$ cat src/rtl/clk_div_sched.sv
// Runtime-programmable integer clock divider with boundary-aligned ratio switching and clean start/stop.
// Define CLK_DIV_ODD50_EN to add the negedge phase register that gives odd ratios 50% duty.
module clk_div_sched #(
   parameter int CNT_W   = 4,
   parameter int DIV_RST = 9
) (
   input  logic             clk,
   input  logic             rstn,
   input  logic             en,
   input  logic             cfg_vld,
   input  logic [CNT_W-1:0] cfg_div,
   output logic             cfg_rdy,
   output logic             clk_div,
   output logic [CNT_W-1:0] div_cur,
   output logic             busy,
   output logic             err
);

   typedef enum logic [1:0] {IDLE, RUN, SW_PEND, STOP_PEND} state_t;

   localparam logic [CNT_W-1:0] ONE     = CNT_W'(1);
   localparam logic [CNT_W-1:0] TWO     = CNT_W'(2);
   localparam logic [CNT_W-1:0] RST_DIV = CNT_W'(DIV_RST);

   state_t           r_state;
   state_t           w_state_nxt;
   logic [CNT_W-1:0] r_cnt;
   logic [CNT_W-1:0] w_cnt_nxt;
   logic [CNT_W-1:0] r_div_cur;
   logic [CNT_W-1:0] w_div_cur_nxt;
   logic [CNT_W-1:0] r_div_nxt;
   logic [CNT_W-1:0] w_div_nxt_nxt;
   logic             r_stop;
   logic             w_stop_nxt;
   logic             r_p;
   logic             w_p_nxt;
   logic             r_err;
   logic             w_err_nxt;
   logic             w_acc;
   logic             w_ok;
   logic             w_last;
   logic             w_half_end;
   logic [CNT_W-1:0] w_half;

   assign cfg_rdy    = (r_state == IDLE) || (r_state == RUN);
   assign busy       = (r_state == SW_PEND) || (r_state == STOP_PEND);
   assign div_cur    = r_div_cur;
   assign err        = r_err;
   assign w_acc      = cfg_vld & cfg_rdy;
   assign w_ok       = (cfg_div >= TWO);
   assign w_half     = r_div_cur >> 1;
   assign w_last     = (r_cnt == (r_div_cur - ONE));
   assign w_half_end = (r_cnt == (w_half - ONE));

   // Defaults describe a free-running period; each state only overrides what it must.
   always_comb begin
      w_state_nxt   = r_state;
      w_cnt_nxt     = w_last ? '0 : r_cnt + ONE;
      w_p_nxt       = w_last ? 1'b1 : (w_half_end ? 1'b0 : r_p);
      w_div_cur_nxt = r_div_cur;
      w_div_nxt_nxt = r_div_nxt;
      w_stop_nxt    = r_stop;
      w_err_nxt     = r_err | (w_acc & ~w_ok);
      case (r_state)
         IDLE: begin
            w_cnt_nxt  = '0;
            w_p_nxt    = en;
            w_stop_nxt = 1'b0;
            if (w_acc && w_ok) w_div_cur_nxt = cfg_div;
            if (en) w_state_nxt = RUN;
         end
         RUN: begin
            if (w_acc && w_ok) begin
               w_div_nxt_nxt = cfg_div;
               w_stop_nxt    = ~en;
               w_state_nxt   = SW_PEND;
            end else if (!en) begin
               w_state_nxt = STOP_PEND;
            end
         end
         SW_PEND: begin
            if (w_last) begin
               w_div_cur_nxt = r_div_nxt;
               w_stop_nxt    = 1'b0;
               if (r_stop || !en) begin
                  w_p_nxt     = 1'b0;
                  w_state_nxt = IDLE;
               end else begin
                  w_state_nxt = RUN;
               end
            end
         end
         STOP_PEND: begin
            if (en) begin
               w_state_nxt = RUN;
            end else if (w_last) begin
               w_p_nxt     = 1'b0;
               w_state_nxt = IDLE;
            end
         end
         default: w_state_nxt = IDLE;
      endcase
   end

   always_ff @(posedge clk or negedge rstn) begin
      if (!rstn) begin
         r_state   <= IDLE;
         r_cnt     <= '0;
         r_p       <= 1'b0;
         r_div_cur <= RST_DIV;
         r_div_nxt <= RST_DIV;
         r_stop    <= 1'b0;
         r_err     <= 1'b0;
      end else begin
         r_state   <= w_state_nxt;
         r_cnt     <= w_cnt_nxt;
         r_p       <= w_p_nxt;
         r_div_cur <= w_div_cur_nxt;
         r_div_nxt <= w_div_nxt_nxt;
         r_stop    <= w_stop_nxt;
         r_err     <= w_err_nxt;
      end
   end

`ifdef CLK_DIV_ODD50_EN
   logic r_n;

   // Half-cycle-delayed phase extends odd-ratio high time by half a source cycle.
   always_ff @(negedge clk or negedge rstn) begin
      if (!rstn) begin
         r_n <= 1'b0;
      end else if (r_state == IDLE || !r_div_cur[0]) begin
         r_n <= 1'b0;
      end else if (r_cnt == '0) begin
         r_n <= 1'b1;
      end else if (r_cnt == w_half) begin
         r_n <= 1'b0;
      end
   end

   assign clk_div = r_p | r_n;
`else
   assign clk_div = r_p;
`endif

endmodule

$ cat config.mk
export PLATFORM = sky130hd
export DESIGN_NAME = clk_div_sched
export DESIGN_NICKNAME = d
export VERILOG_FILES = /design/src/rtl/clk_div_sched.sv
export SDC_FILE = /design/constraint.sdc
export NUM_CORES = 1
export LEC_CHECK = 0
export ABC_AREA = 0
export BUFFER_PORTS_ARGS = -buffer_cell sky130_fd_sc_hd__buf_4
export CORE_ASPECT_RATIO = 0.6
export CORE_MARGIN = 5
export CORE_UTILIZATION = 45
export CTS_CLUSTER_SIZE = 10
export DETAILED_ROUTE_END_ITERATION = 12
export HOLD_SLACK_MARGIN = 0.08
export PLACE_DENSITY_LB_ADDON = 0.25
export SYNTH_ARGS = -nofsm -noshare
export SYNTH_HDL_FRONTEND = slang
export SYNTH_SLANG_ARGS = --single-unit
$ cat constraint.sdc
create_clock -name clk -period 2.4 [get_ports clk]
set_input_delay 0.48 -clock clk [delete_from_list [all_inputs] [get_ports clk]]
set_output_delay 0.48 -clock clk [all_outputs]
set_load 0.05 [all_outputs]
==> out/qor.csv <==
metric;value;unit
setup_slack;0.239;ns
whs;0.0827;ns
final_cells;137;
routabilityCongestion;0.781;
fin_skew;0.00390;ns
cp-start-kind;flop;
status;finished clean;
post_cts_resized;0;
die_x;70.5;um
num_rows;13;
antenna_found_initial;0;
ant_nets;0;
post_cts_buffers;0;
cp_max_fo;4;
ys_warn_count;0;
dp.cells;133;
period_needed;2.16;ns
synth-edff-count;0;
core_area;2130;um2
async_flop_share;100;%
netlist_area;990;um2
syn_nets;102;
cts_buffers;3;
hold_path_class;in -> async;
arrival;2.34;ns
maxCapViolations;0;
wire_per_inst;14.3;um
finalMaxSlewViolations;0;
htreeDepth;1;
die_h;46.3;um
diodes;0;
rsz0062_at_grt;false;
hold_buffers;0;
start_util;46.4;%
cp_data_required_time;2.58;ns
dieArea;3270;um2
yosysUniqueCellTypes;32;
dpl.hpwl;1470;um
cts_tree;yes;
pre_cts_slack;0.285;ns
drive_above_1_share;29.9;%
synth.ff_latch_count;17;
first_global_vias;674;
hold_violations;0;
first_pass_iters;3;
ios;16;
drt_iter0_drc;17;
clk_pin_slew;0.06;ns
cts_buffer_depth;2;
clkSinkCount;17;
grt_pass1_wl;3350;um
nNetsFinal;120;
end_kind;flop;
synth_ff_type;dfrtp_1;
route.detailed.drc;0;
max_freq;463;MHz
finalSetupViolCount;0;
grt-ovfl-total;0;
syn_avg_cell_area;11.0;um2
worst_slew_pin_slew;0.486;ns
track_usage;13.7;%
root_buffer;clkbuf_8;
totalWireLength;1960;um
crit_type;reg -> reg;
finalSetupTns;0;ns
area_delta_synth_final;19.2;%
ys_seq_area_share;43.5;%
period_share;90.0;%
grt_max_degree;18;
vias;691;
io_buffer_count;15;
vias_per_cell;5.04;
maxSlewHeadroom;67.3;%
syn_inst;90;
clock_latency;0.25;ns
## path summary, 6_finish.rpt
kind,start,to,slack [ns],cells after the start
worst min-delay path,rstn,r_cnt[1],0.08,1
min in group clk,cfg_div[0],r_div_nxt[0],0.47,2
max in group asynchronous,rstn,r_div_nxt[0],2.07,1
worst max-delay path,div_cur[0],div_cur[3],0.24,7
worst max register to register,div_cur[0],div_cur[3],0.24,7
worst min register to register,err,err,0.48,1
## state kept, by name, indices dropped and copies added (netlist names)
name       flops
div_cur        4
r_cnt          4
r_div_nxt      4
r_state        2
clk_div        1
err            1
r_stop         1
## worst max-delay path, stage by stage, from the launching register on
cell	delay (ns)
dfstp_2	0.56
inv_1	0.07
ha_1	0.30
xnor2_1	0.14
nor3_2	0.30
nand3_2	0.15
a21oi_4	0.24
mux2_4	0.32
## synth_stat cells (all sizes together) (2+ instances only)
| master | number | area, um2 |
|---|---|---|
| dfrtp | 13 | 325 |
| xnor2 | 8 | 70.1 |
| inv | 6 | 22.5 |
| mux2 | 6 | 71.3 |
| mux2i | 6 | 60.1 |
| nand2 | 6 | 22.5 |
| nor2 | 5 | 18.8 |
| dfstp | 4 | 105 |
| ha | 4 | 50.1 |
| nand3 | 4 | 25.0 |
| nor3 | 3 | 20.0 |
| o21ai | 3 | 15.0 |
| xor2 | 3 | 26.3 |
| a21o | 2 | 15.0 |
| clkbuf | 2 | 7.51 |
| nor2b | 2 | 12.5 |
## through the flow
step,utilization [%],area [um2]
CTS,55.4,1180
floorplan,-,990
global placement,53.3,1130
global route,55.4,1180
finish,55.4,1180
detailed placement,53.3,1130
## area by class of cell
| cell class | count | area, um2 |
|---|---|---|
| clock buffers | 4 | 45.0 |
| fillers | 197 | 951 |
| inverters | 6 | 22.5 |
| multi-input cells | 64 | 524 |
| flip-flops and latches | 17 | 430 |
| well taps | 30 | 37.5 |
| repair buffers | 16 | 120 |
## routing by layer
metal | global-route usage (%) | routed length [um] | up-vias | part of all wire (%)
li1 | - | - | 343 | -
met1 | 18.1 | 995 | 338 | 51
met2 | 21.4 | 870 | 8 | 44
met3 | 6.10 | 88 | 2 | 4.5
met4 | 2.25 | 8 | 0 | 0.41
met5 | 0 | 0 | - | 0
## layout by cell type (no fill, tap or decap)
cell      count
a21boi_0      1
a21o_1        2
a21oi_4       1
a22o_1        1
and2_1        1
and3_1        1
buf_4        16
clkbuf_1      1
clkbuf_8      3
dfrtp_1      13
dfstp_2       4
ha_1          4
inv_1         6
mux2_2        5
mux2_4        1
mux2i_1       6
nand2_1       6
nand3_1       3
nand3_2       1
nor2_1        5
nor2b_1       2
nor3_1        2
nor3_2        1
o211a_1       1
o21ai_0       3
o311ai_0      1
o31ai_1       1
o41ai_1       1
or2b_1        1
or3_1         1
xnor2_1       8
xor2_1        3
xor3_1        1
## cell families (layout without fill, tap and decap cells)
kind of cell	count (synthesis)	count (layout)	synth area share [%]
and+or+nand+nor	24	24	12.6
DFF	17	17	43.5
AOI/OAI and AO/OA	12	12	9.86
xor gates and xnor gates	12	12	12.1
muxes	12	12	13.3
buffers and inverters	9	26	3.54
adders and majority gates	4	4	5.06
Power is not shown: default switching activity piles up to over one toggle a cycle in this logic, so the estimate is an artifact.
